## src/rtl/pinmux_pkg.sv

```systemverilog
// pinmux_pkg: shared constants and helpers for the IO pad multiplexer.
//   - Register byte offsets relative to the block base address
//   - Pads-per-SEL-word and per-word writable-bit mask helpers
//   - Legal ranges for NUM_FUNCS and SYNC_STAGES, with predicate functions
package pinmux_pkg;

    localparam logic [31:0] SEL_OFS  = 32'h0000_0000;
    localparam logic [31:0] LOCK_OFS = 32'h0000_0100;
    localparam logic [31:0] IN_OFS   = 32'h0000_0200;

    localparam int unsigned MIN_FUNCS  = 2;
    localparam int unsigned MAX_FUNCS  = 16;
    localparam int unsigned MIN_STAGES = 2;
    localparam int unsigned MAX_STAGES = 4;

    // Number of pad select fields packed into one 32-bit SEL word.
    function automatic int unsigned pads_per_word(input int unsigned selw);
        return 32 / selw;
    endfunction

    // Bits of SEL word 'word' that belong to an existing pad. Trailing bits
    // (when selw does not divide 32) and bits of pads >= num_pads are 0.
    function automatic logic [31:0] sel_word_mask(input int unsigned word,
                                                  input int unsigned num_pads,
                                                  input int unsigned selw);
        logic [31:0]  m;
        int unsigned  ppw;
        m   = '0;
        ppw = pads_per_word(selw);
        for (int unsigned b = 0; b < 32; b++) begin
            if ((b < ppw * selw) && (word * ppw + b / selw < num_pads)) begin
                m[b] = 1'b1;
            end
        end
        return m;
    endfunction

    function automatic bit funcs_legal(input int unsigned n);
        return (n >= MIN_FUNCS) && (n <= MAX_FUNCS) && ((n & (n - 1)) == 0);
    endfunction

    function automatic bit stages_legal(input int unsigned n);
        return (n >= MIN_STAGES) && (n <= MAX_STAGES);
    endfunction

endpackage

```

## src/rtl/pinmux_sync.sv

```systemverilog
// pinmux_sync: multi-bit flip-flop chain synchroniser.
//   i_clk  clock
//   i_rst  synchronous active-high reset, clears every stage
//   i_d    asynchronous input bits
//   o_q    input bits delayed by STAGES clocks
module pinmux_sync #(
    parameter int unsigned WIDTH  = 1,
    parameter int unsigned STAGES = 2
) (
    input  logic             i_clk,
    input  logic             i_rst,
    input  logic [WIDTH-1:0] i_d,
    output logic [WIDTH-1:0] o_q
);

    logic [WIDTH-1:0] r_stage [STAGES];

    always_ff @(posedge i_clk) begin
        if (i_rst) begin
            for (int unsigned i = 0; i < STAGES; i++) begin
                r_stage[i] <= '0;
            end
        end else begin
            r_stage[0] <= i_d;
            for (int unsigned i = 1; i < STAGES; i++) begin
                r_stage[i] <= r_stage[i-1];
            end
        end
    end

    assign o_q = r_stage[STAGES-1];

endmodule

```

## src/rtl/io_pinmux_wb.sv

```systemverilog
// io_pinmux_wb: Wishbone-programmable pad multiplexer.
//   wb_clk_i / wb_rst_i     clock, synchronous active-high reset
//   wbs_*                   classic single-beat Wishbone slave
//   io_in / io_out / io_oeb user pad signals (oeb active-low)
//   periph_out / periph_oe  per-pad, per-function peripheral drive, index pad*NUM_FUNCS+func
//   periph_in               synchronised pad input, only on the selected function
//   locked_o                configuration lock status
// Registers: SEL words at +0x000, LOCK at +0x100, IN snapshot words at +0x200.
module io_pinmux_wb
    import pinmux_pkg::*;
#(
    parameter int unsigned NUM_PADS    = 37,
    parameter int unsigned NUM_FUNCS   = 4,
    parameter int unsigned SYNC_STAGES = 2,
    parameter logic [31:0] BASE_ADDR   = 32'h3000_0000
) (
    input  logic                          wb_clk_i,
    input  logic                          wb_rst_i,
    input  logic                          wbs_stb_i,
    input  logic                          wbs_cyc_i,
    input  logic                          wbs_we_i,
    input  logic [3:0]                    wbs_sel_i,
    input  logic [31:0]                   wbs_adr_i,
    input  logic [31:0]                   wbs_dat_i,
    output logic                          wbs_ack_o,
    output logic [31:0]                   wbs_dat_o,
    input  logic [NUM_PADS-1:0]           io_in,
    output logic [NUM_PADS-1:0]           io_out,
    output logic [NUM_PADS-1:0]           io_oeb,
    input  logic [NUM_PADS*NUM_FUNCS-1:0] periph_out,
    input  logic [NUM_PADS*NUM_FUNCS-1:0] periph_oe,
    output logic [NUM_PADS*NUM_FUNCS-1:0] periph_in,
    output logic                          locked_o
);

    localparam int unsigned SELW          = $clog2(NUM_FUNCS);
    localparam int unsigned PPW           = pads_per_word(SELW);
    localparam int unsigned NUM_SEL_WORDS = (NUM_PADS + PPW - 1) / PPW;
    localparam int unsigned NUM_IN_WORDS  = (NUM_PADS + 31) / 32;

    if (!funcs_legal(NUM_FUNCS)) begin : g_bad_funcs
        $error("io_pinmux_wb: NUM_FUNCS must be a power of two in 2..16");
    end
    if (!stages_legal(SYNC_STAGES)) begin : g_bad_stages
        $error("io_pinmux_wb: SYNC_STAGES must be in 2..4");
    end
    if ((NUM_PADS < 1) || (NUM_PADS > 64)) begin : g_bad_pads
        $error("io_pinmux_wb: NUM_PADS must be in 1..64");
    end

    logic [31:0]               r_sel_w [NUM_SEL_WORDS];
    logic                      r_lock;
    logic                      r_ack;
    logic [31:0]               r_dat;

    logic [NUM_PADS-1:0]       w_sync;
    logic [NUM_IN_WORDS*32-1:0] w_sync_ext;
    logic                      w_req;
    logic                      w_wr;
    logic [29:0]               w_widx;
    logic [29:0]               w_in_idx;
    logic                      w_is_sel;
    logic                      w_is_lock;
    logic                      w_is_in;
    logic [31:0]               w_bmask;
    logic [31:0]               w_rdata;
    logic [1:0]                w_unused_adr;

    pinmux_sync #(
        .WIDTH  (NUM_PADS),
        .STAGES (SYNC_STAGES)
    ) u_sync (
        .i_clk (wb_clk_i),
        .i_rst (wb_rst_i),
        .i_d   (io_in),
        .o_q   (w_sync)
    );

    // ---------------------------------------------------------------
    // Wishbone decode. Word index relative to the base; addresses below
    // the base wrap to a huge index and so match nothing.
    // ---------------------------------------------------------------
    assign w_unused_adr = wbs_adr_i[1:0];
    assign w_req     = wbs_stb_i & wbs_cyc_i & ~r_ack;
    assign w_wr      = w_req & wbs_we_i;
    assign w_widx    = wbs_adr_i[31:2] - BASE_ADDR[31:2];
    assign w_in_idx  = w_widx - IN_OFS[31:2];
    assign w_is_sel  = (w_widx >= SEL_OFS[31:2]) && (w_widx - SEL_OFS[31:2] < 30'(NUM_SEL_WORDS));
    assign w_is_lock = (w_widx == LOCK_OFS[31:2]);
    assign w_is_in   = (w_widx >= IN_OFS[31:2]) && (w_in_idx < 30'(NUM_IN_WORDS));
    assign w_bmask   = {{8{wbs_sel_i[3]}}, {8{wbs_sel_i[2]}},
                        {8{wbs_sel_i[1]}}, {8{wbs_sel_i[0]}}};
    assign w_sync_ext = (NUM_IN_WORDS*32)'(w_sync);

    always_comb begin
        w_rdata = '0;
        if (w_is_sel) begin
            for (int unsigned i = 0; i < NUM_SEL_WORDS; i++) begin
                if (w_widx - SEL_OFS[31:2] == 30'(i)) begin
                    w_rdata = r_sel_w[i] & sel_word_mask(i, NUM_PADS, SELW);
                end
            end
        end else if (w_is_lock) begin
            w_rdata = {31'b0, r_lock};
        end else if (w_is_in) begin
            for (int unsigned i = 0; i < NUM_IN_WORDS; i++) begin
                if (w_in_idx == 30'(i)) begin
                    w_rdata = w_sync_ext[i*32 +: 32];
                end
            end
        end
    end

    // SEL writes see the lock value from before this edge, so a lock
    // taking effect never blocks the write it accompanies.
    always_ff @(posedge wb_clk_i) begin
        if (wb_rst_i) begin
            r_ack  <= 1'b0;
            r_dat  <= '0;
            r_lock <= 1'b0;
            for (int unsigned i = 0; i < NUM_SEL_WORDS; i++) begin
                r_sel_w[i] <= '0;
            end
        end else begin
            r_ack <= w_req;
            r_dat <= (w_req && !wbs_we_i) ? w_rdata : '0;
            if (w_wr && w_is_lock && wbs_sel_i[0] && wbs_dat_i[0]) begin
                r_lock <= 1'b1;
            end
            for (int unsigned i = 0; i < NUM_SEL_WORDS; i++) begin
                if (w_wr && w_is_sel && !r_lock && (w_widx - SEL_OFS[31:2] == 30'(i))) begin
                    r_sel_w[i] <= (r_sel_w[i] & ~(w_bmask & sel_word_mask(i, NUM_PADS, SELW)))
                                | (wbs_dat_i & w_bmask & sel_word_mask(i, NUM_PADS, SELW));
                end
            end
        end
    end

    assign wbs_ack_o = r_ack;
    assign wbs_dat_o = r_dat;
    assign locked_o  = r_lock;

    // ---------------------------------------------------------------
    // Per-pad routing
    // ---------------------------------------------------------------
    for (genvar p = 0; p < NUM_PADS; p++) begin : g_pad
        logic [SELW-1:0]      w_s;
        logic [NUM_FUNCS-1:0] w_po;
        logic [NUM_FUNCS-1:0] w_oe;

        assign w_s  = r_sel_w[p / PPW][(p % PPW) * SELW +: SELW];
        assign w_po = periph_out[p*NUM_FUNCS +: NUM_FUNCS];
        assign w_oe = periph_oe[p*NUM_FUNCS +: NUM_FUNCS];

        assign io_out[p] = w_po[w_s];
        assign io_oeb[p] = ~w_oe[w_s];

        for (genvar k = 0; k < NUM_FUNCS; k++) begin : g_func
            assign periph_in[p*NUM_FUNCS + k] = (w_s == SELW'(k)) ? w_sync[p] : 1'b0;
        end
    end

endmodule

```

## config.mk

```make
export PLATFORM = sky130hd
export DESIGN_NAME = io_pinmux_wb
export DESIGN_NICKNAME = d
export VERILOG_FILES = /design/src/rtl/pinmux_pkg.sv /design/src/rtl/pinmux_sync.sv /design/src/rtl/io_pinmux_wb.sv
export SDC_FILE = /design/constraint.sdc
export NUM_CORES = 1
export LEC_CHECK = 0
export CAP_MARGIN = 25
export CELL_PAD_IN_SITES_DETAIL_PLACEMENT = 1
export CELL_PAD_IN_SITES_GLOBAL_PLACEMENT = 1
export CORE_AREA = 2 2 260 262
export CTS_CLUSTER_DIAMETER = 100
export DETAILED_ROUTE_END_ITERATION = 10
export DIE_AREA = 0 0 262 264
export GPL_ROUTABILITY_DRIVEN = 1
export MAX_ROUTING_LAYER = met4
export PLACE_DENSITY_LB_ADDON = 0.1
export SKIP_CTS_REPAIR_TIMING = 1
export SYNTH_ARGS = -nofsm -noshare
export SYNTH_HDL_FRONTEND = slang
export SYNTH_SLANG_ARGS = --single-unit
```

## constraint.sdc

```tcl
create_clock -name wb_clk_i -period 4.1 [get_ports wb_clk_i]
set_clock_uncertainty 0.2 [all_clocks]
set_input_delay 0.615 -clock wb_clk_i [delete_from_list [all_inputs] [get_ports wb_clk_i]]
set_output_delay 0.615 -clock wb_clk_i [all_outputs]
set_load 0.05 [all_outputs]
```

==> results of run 1 <==
==> where the power goes <==
group / switching (mW) / total (mW) / internal (mW) / leakage [nW]
Clock: 0.799 / 1.86 / 1.06 / 0.321
Sequential: 0.106 / 2.05 / 1.94 / 1.65
Combinational: 0.556 / 1.21 / 0.655 / 4.76
==> sequential cells by signal, summed over array words and instances (netlist names) <==
name / count
u_sync.r_stage: 74
r_sel_w: 74
locked_o: 1
wbs_dat_o: 32
wbs_ack_o: 1
==> path summary, 6_finish.rpt <==
check | endpoint | start | cells past startpoint | slack [ns]
worst max register to register | wbs_dat_o[7] | wbs_ack_o | 7 | 1.48
worst min-delay path | u_sync.r_stage[0][71] | u_sync.r_stage[0][34] | 1 | 0.24
worst max-delay path | io_out[24] | r_sel_w[0][48] | 2 | 0.60
worst min register to register | u_sync.r_stage[0][71] | u_sync.r_stage[0][34] | 1 | 0.24
==> worst register-to-register path: cells and delay by family, from the launching register on <==
family | cells | cell delay (ns)
compound gates | 3 | 0.76
buf+inv | 1 | 0.27
flops | 1 | 0.32
simple gates | 3 | 0.99
==> final cells by class <==
type,instances,area [um2]
diodes,6,15.0
clock buffers,25,548
clock inverters,7,100
fillers,7478,47900
inverters,42,158
multi-input cells,684,5610
flip-flops and latches,182,4380
well taps,873,1090
repair buffers,679,6800
==> routing by layer <==
layer,vias up,global-route usage [%],wire length [um]
met5,-,-,0
met4,0,3.88,668
met3,28,3.70,3100
met2,340,27.7,27800
met1,5045,17.4,21700
li1,4816,-,-
==> placed cells by master (no fill, tap or decap), types with 5 or more instances in the layout <==
cell and count:
diode_2 6, nand2_1 85, clkbuf_8 5, dfxtp_1 108, and3_1 40, buf_4 17, a21oi_1 76, mux2i_1 27
clkdlybuf4s50_1 657, a22oi_1 9, clkbuf_16 19, inv_1 42, and3b_1 29, nand2b_1 75, edfxtp_1 74, nor2b_1 76
nor3b_1 38, o2bb2ai_1 23, mux2_2 10, nor2_1 53, mux4_2 74, nand3_1 6
==> through the flow <==
step	hold slack [ns]	instance area [um2]	power, mW	setup WS (ns)
after floorplan	0.214	10500	2.63	0.931
after global placement	0.219	18000	3.31	0.262
after detailed placement	0.224	18000	3.32	0.226
after CTS	0.241	18700	5.22	0.481
after global routing	0.252	18700	5.35	0.480
final	0.235	18700	5.11	0.603
==> cells by family after synthesis <==
group,after synthesis,synth area share (%)
mux,111,19.6
xor+xnor,2,0.168
buf+inv,121,4.58
flops,182,41.9
compound gates,136,8.90
fa+ha+maj,3,0.359
simple gates,432,24.4
==> results_dict.tcl, run 1 <==
set metrics [dict create \
    drive_gt1_share_pct 9.57 \
    synth-seq-cells 182 \
    drt_first_pass_iters 4 \
    drtAntennaViolNets 0 \
    crit_buf_inv 1 \
    syn_to_final_growth_pct 78.9 \
    syn_area_per_cell_um2 10.6 \
    numPortBuffers 659 \
    gp_congestion 0.750 \
    crit_path_cell_trace "mux4_2, clkdlybuf4s50_1" \
    grt_util_all_layers_pct 15.6 \
    cts_tree "built" \
    max_stage_delay_ns 0.81 \
    path_class "reg -> out" \
    core.rowCount 95 \
    wl_per_cell_um 21.3 \
    synth_nets 1396 \
    overflow 0 \
    synth_cell_types 55 \
    setup_viol 0 \
    drv_cap 0 \
    critPathSlowestCell "clkdlybuf4s50_1" \
    ys_async_sr_fraction_pct 0 \
    powerDensity_mw_per_mm2 273 \
    die_area_mm2 0.0692 \
    start_kind "register" \
    synth_top_cell_by_area "edfxtp_1" \
    syn_area_mm2 0.0105 \
    wl_um 53200 \
    drc 0 \
    status "finished, final reports clean" \
    fmax_mhz 286 \
    synth-edff-count 74 \
    synth_seq_area_share_pct 41.9 \
    final_hold_viol_count 0 \
    core_mm2 0.0666 \
    utilization_pct 28.1 \
    start_util_pct 15.7 \
    grt_pass1_wl_um 75500 \
    crit_family "buffers and inverters" \
    fin_cells 2498 \
    worst_slew_pin_slew_ns 0.886 \
    insertion_delay_ns 0.49 \
    ioPinCount 662 \
    die_h_um 264 \
    viasPerCell 4.09 \
    grt_max_degree 75 \
    finalMaxSlewViolations 0 \
    antenna_found_initial 7 \
    crit_required_ns 3.28 \
    fin_crit_sh_pct 85.3 \
    h-tree-depth 4 \
    endpoint_kind "output pin" \
    clk_path_buf_depth 2 \
    synthCells 987 \
    yosys_warnings 0 \
    vias 10200 \
    grt_pass1_vias 11100 \
    die_w_um 262 \
    cts_num_sinks 182 \
    cts-root-buf "clkbuf_16" \
    p_leak_nw 6.73 \
    dp.cells 2459 \
    rsz0062_at_grt "no" \
    yosysTopAreaCellShare_pct 21.3 \
    clkTransAtPathRegs_ns 0.07 \
    holdCritPathClass "reg -> reg" \
    ys.flop_type "dfxtp_1" \
    finalCriticalPeriod_ns 3.50 \
    drtIter0Drc 375 \
    ys_top_cells_by_area "edfxtp_1 21%, dfxtp_1 21%, mux4_2 16%" \
    crit_fanout 8 \
    cts_buffers 17 \
    irDropWorstVdd_v 0.000333 \
    hpwl_um 42100 \
    slew_headroom_pct 40.7 \
    layout.nets 2015 \
    final.setup.tns_ns 0 \
    yosysMostFrequentCell "dfxtp_1" \
    synth_common_cells "108 x dfxtp_1, 85 x nand2_1, 76 x a21oi_1, 76 x nor2b_1, 75 x nand2b_1" \
    crit_arrival_ns 2.68 \
]
Power figures use the tool's default switching activity.
==> run 2: changes to the inputs <==
--- a/config.mk
+++ b/config.mk
@@ -8,10 +8,11 @@
 export CAP_MARGIN = 25
 export CELL_PAD_IN_SITES_DETAIL_PLACEMENT = 1
 export CELL_PAD_IN_SITES_GLOBAL_PLACEMENT = 1
-export CORE_AREA = 2 2 260 262
+export CORE_AREA = 2 2 254 256
 export CTS_CLUSTER_DIAMETER = 100
 export DETAILED_ROUTE_END_ITERATION = 10
-export DIE_AREA = 0 0 262 264
+export DIE_AREA = 0 0 256 258
+export DONT_BUFFER_PORTS = 1
 export GPL_ROUTABILITY_DRIVEN = 1
 export MAX_ROUTING_LAYER = met4
 export PLACE_DENSITY_LB_ADDON = 0.1
==> results_dict.tcl, run 2 (same netlist as run 1, synthesis figures left out) <==
set metrics [dict create \
    status "finished, final reports clean" \
    crit_fanout 20 \
    numPortBuffers 0 \
    crit_family "simple AND/OR/NAND/NOR gates" \
    cts_buffers 17 \
    setup_viol 0 \
    vias 7875 \
    crit_cells 7 \
    crit_buf_inv 1 \
    hpwl_um 35400 \
    p_leak_nw 4.27 \
    critPathSlowestCell "nor4_2" \
    rsz0062_at_grt "no" \
    drtAntennaViolNets 0 \
    holdCritPathClass "in -> reg" \
    antenna_found_initial 10 \
    final_hold_viol_count 0 \
    p_sw_mw 1.46 \
    worst_slew_pin_slew_ns 0.954 \
    final.setup.tns_ns 0 \
    gp_congestion 0.749 \
    drive_gt1_share_pct 19.2 \
    dp.cells 1773 \
    finalMaxSlewViolations 0 \
    wl_per_cell_um 25.8 \
    grt_pass1_wl_um 64400 \
    overflow 0 \
    core.rowCount 93 \
    final_cell_mix "108 x dfxtp_1, 85 x nand2_1, 76 x nor2b_1, 76 x a21oi_1, 75 x nand2b_1" \
    drt_first_pass_iters 7 \
    fin_ws_ns 1.10 \
    cts-root-buf "clkbuf_16" \
    layout.nets 1350 \
    crit_required_ns 4.09 \
    ioPinCount 662 \
    p_comb_share_pct 14.1 \
    syn_to_final_growth_pct 16.9 \
    slew_headroom_pct 36.2 \
    p_int_mw 3.07 \
    start_kind "primary input" \
    endpoint_kind "register" \
    drv_cap 0 \
    r2r_slack_ns 1.23 \
    insertion_delay_ns 0.49 \
    fin_crit_sh_pct 73.2 \
    core_mm2 0.0636 \
    die_area_mm2 0.0660 \
    die_h_um 258 \
    powerDensity_mw_per_mm2 371 \
    crit_arrival_ns 2.99 \
    fmax_mhz 333 \
    seq_power_share_pct 45.3 \
    drtIter0Drc 431 \
    max_stage_delay_ns 0.43 \
    finalCriticalPeriod_ns 3.00 \
    pre_cts_ws_ns 0.547 \
    drc 0 \
    die_w_um 256 \
    start_util_pct 16.4 \
    h-tree-depth 4 \
    reg2reg_depth 7 \
    p_sw_share_pct 32.3 \
    irDropWorstVdd_v 0.000329 \
    cts_tree "built" \
    grt_max_degree 81 \
    mostFrequentLayoutCell "dfxtp_1" \
    path_class "in -> reg" \
    fin_cells 1815 \
    cts_num_sinks 182 \
    grt_util_all_layers_pct 14.1 \
    crit_path_cell_trace "nor4_2, nand3b_1, o31ai_4, nand2_1, nor3_1, a31o_4, buf_12" \
    viasPerCell 4.34 \
    wl_um 46900 \
    hold_path_depth 1 \
    clk_path_buf_depth 2 \
    clkTransAtPathRegs_ns 0.08 \
    grt_pass1_vias 8361 \
    clockPowerShare_pct 40.6 \
]
==> run 2: routing by layer <==
metal | vias to the layer above | GRT usage (%) | wire length, um
li1 | 3492 | - | -
met1 | 3979 | 15.9 | 19000
met2 | 364 | 24.4 | 24300
met3 | 40 | 3.50 | 2540
met4 | 0 | 4.48 | 1040
met5 | - | - | 0
==> run 2: through the flow <==
stage | total power, mW | area (um2) | hold WS [ns] | util [%]
after floorplan | 2.63 | 10500 | 0.214 | -
after global placement | 2.72 | 11500 | 0.217 | 18.1
after detailed placement | 2.73 | 11500 | 0.226 | 18.1
after CTS | 4.64 | 12100 | -0.0433 | 19.1
after global routing | 4.74 | 12200 | 0.0110 | 19.2
final | 4.54 | 12200 | 0.0412 | 19.2
==> run 2: power by group through the flow <==
stage	sequential [mW]	clock [mW]	combinational (mW)
2_1_floorplan	2.01	0	0.612
3_3_place_gp	2.10	0	0.621
3_5_place_dp	2.10	0	0.622
4_1_cts	2.06	1.95	0.623
5_1_grt	2.07	2.00	0.672
6_report	2.05	1.84	0.641
==> run 2: path summary, 6_finish.rpt <==
kind | to | from
setup reg to reg | wbs_dat_o[13] | wbs_ack_o
setup / recovery | r_sel_w[0][15] | wbs_adr_i[22]
hold / removal | u_sync.r_stage[0][8] | io_in[8]
hold reg to reg | u_sync.r_stage[0][48] | u_sync.r_stage[0][11]
==> run 2: cell type report <==
cell class                      count  area [um2]
Timing Repair Buffer               14         168
Multi-Input combinational cell    684        5790
Sequential cell                   182        4380
Antenna cell                        6        15.0
Fill cell                        7253       51400
Tap cell                          855        1070
Inverter                           42         158
Clock inverter                     15         211
Clock buffer                       17         425
==> run 2: worst register-to-register path: stages, from the launching register on <==
cell and delay, ns:
dfxtp_1 0.49, and4bb_2 0.44, nand4b_1 0.16, or4_1 0.47, a211o_1 0.33, a2111oi_4 0.25
buf_12 0.28, o2bb2ai_1 0.20
==> run 3: changes to the inputs <==
==> constraint.sdc (replaced) <==
create_clock -name wb_clk_i -period 2.6 [get_ports wb_clk_i]
set_clock_uncertainty 0.2 [all_clocks]
set_input_delay 0.39 -clock wb_clk_i [delete_from_list [all_inputs] [get_ports wb_clk_i]]
set_output_delay 0.39 -clock wb_clk_i [all_outputs]
set_load 0.05 [all_outputs]
==> results_dict.tcl, run 3 (same netlist as run 1, synthesis figures left out) <==
set metrics [dict create \
    status "finished, final reports clean" \
    die_area_mm2 0.0660 \
    r2r_slack_ns 0.11 \
    die_w_um 256 \
    finalCriticalPeriod_ns 2.53 \
    syn_to_final_growth_pct 36.8 \
    die_h_um 258 \
    p_int_mw 4.81 \
    p_sw_share_pct 32.0 \
    p_leak_nw 5.30 \
    ioPinCount 662 \
    seq_power_share_pct 45.4 \
    cts_num_sinks 182 \
    slew_headroom_pct 61.4 \
    overflow 0 \
    layout.nets 1567 \
    setup_viol 0 \
    finalMaxSlewViolations 0 \
    gp_congestion 0.755 \
    clockPowerShare_pct 36.6 \
    wl_um 50000 \
    grt_pass1_vias 8983 \
    drt_first_pass_iters 4 \
    grt_util_all_layers_pct 14.7 \
    rsz0062_at_grt "yes" \
    fmax_mhz 395 \
    final_cell_mix "159 x buf_4, 108 x dfxtp_1, 84 x nand2_1" \
    final.setup.tns_ns 0 \
    cts_buffers 17 \
    clkTransAtPathRegs_ns 0.07 \
    irDropWorstVdd_v 0.000499 \
    placed_area_mm2 0.0128 \
    drtAntennaViolNets 0 \
    cts_tree "built" \
    fin_crit_sh_pct 97.4 \
    wl_per_cell_um 24.6 \
    mostFrequentLayoutCell "buf_4" \
    hold_slack_ns 0.00747 \
    cts-root-buf "clkbuf_16" \
    antenna_found_initial 6 \
    viasPerCell 4.28 \
    path_class "reg -> out" \
    endpoint_kind "output pin" \
    drtIter0Drc 409 \
    grt_pass1_wl_um 68000 \
    p_comb_share_pct 18.0 \
    core_mm2 0.0636 \
    crit_required_ns 2.01 \
    drive_gt1_share_pct 35.2 \
    drv_cap 0 \
    crit_arrival_ns 1.94 \
    hpwl_um 36900 \
    insertion_delay_ns 0.49 \
    grt_max_degree 81 \
    powerDensity_mw_per_mm2 494 \
    crit_fanout 2 \
    vias 8693 \
    worst_slew_pin_slew_ns 0.577 \
    core.rowCount 93 \
    stdcell_area_mm2 0.0143 \
    p_sw_mw 2.26 \
    final_hold_viol_count 0 \
    numPortBuffers 0 \
    clk_path_buf_depth 2 \
    hold_path_depth 2 \
    start_util_pct 16.4 \
    h-tree-depth 4 \
    holdCritPathClass "in -> reg" \
    reg2reg_depth 7 \
    finalPower_mw 7.07 \
    drc 0 \
    start_kind "register" \
]
==> run 3: changes by cell type in the layout (fill, tap and decap cells not counted), moves of 3 or more <==
cell           delta
buf_4           +151
buf_12            +7
inv_6             +3
dlygate4sd3_1    +59
a21oi_1          -60
diode_2           -3
inv_8             -3
clkinvlp_4        +7
inv_1             -8
a21oi_2          +60
clkinv_8          -4
clkbuf_1          +3
==> run 3: through the flow <==
stage          setup WS, ns  cells  utilization (%)
2_1_floorplan       -0.0889    987                -
3_3_place_gp         -0.319   1899             20.1
3_5_place_dp         -0.295   1899             20.1
4_1_cts             -0.0845   1931             21.0
5_1_grt            -0.00943   2029             22.5
6_report             0.0668   2029             22.5
==> run 3: path summary, 6_finish.rpt <==
kind	startpoint	endpoint
max	r_sel_w[0][22]	io_oeb[11]
min	wbs_dat_i[14]	r_sel_w[0][46]
max reg2reg	wbs_ack_o	wbs_dat_o[26]
min reg2reg	u_sync.r_stage[0][15]	u_sync.r_stage[0][52]
==> run 3: power by group through the flow <==
stage          combinational, mW  sequential [mW]  clock, mW
3_3_place_gp                1.11             3.29          0
3_5_place_dp                1.11             3.29          0
2_1_floorplan              0.988             3.17          0
4_1_cts                     1.11             3.23       2.76
5_1_grt                     1.34             3.23       2.85
6_report                    1.27             3.21       2.59
==> run 3: per-layer routing <==
layer / track usage, % / routed length, um / vias up
met5: - / 0 / -
met1: 17.5 / 21400 / 4375
li1: - / - / 3931
met4: 4.13 / 720 / 0
met2: 24.7 / 25600 / 354
met3: 3.42 / 2310 / 33
==> run 3: layout make-up <==
class | count | area (um2)
repair buffers | 231 | 2030
diodes | 3 | 7.51
fillers | 7224 | 49300
clock inverters | 11 | 87.6
well taps | 855 | 1070
multi-input cells | 684 | 6070
inverters | 42 | 188
flip-flops and latches | 182 | 4380
clock buffers | 21 | 462
==> run 3: worst max-delay path: stages (launching register included) <==
cell      delay (ns)
edfxtp_1        0.51
mux4_2          0.61
inv_1           0.35
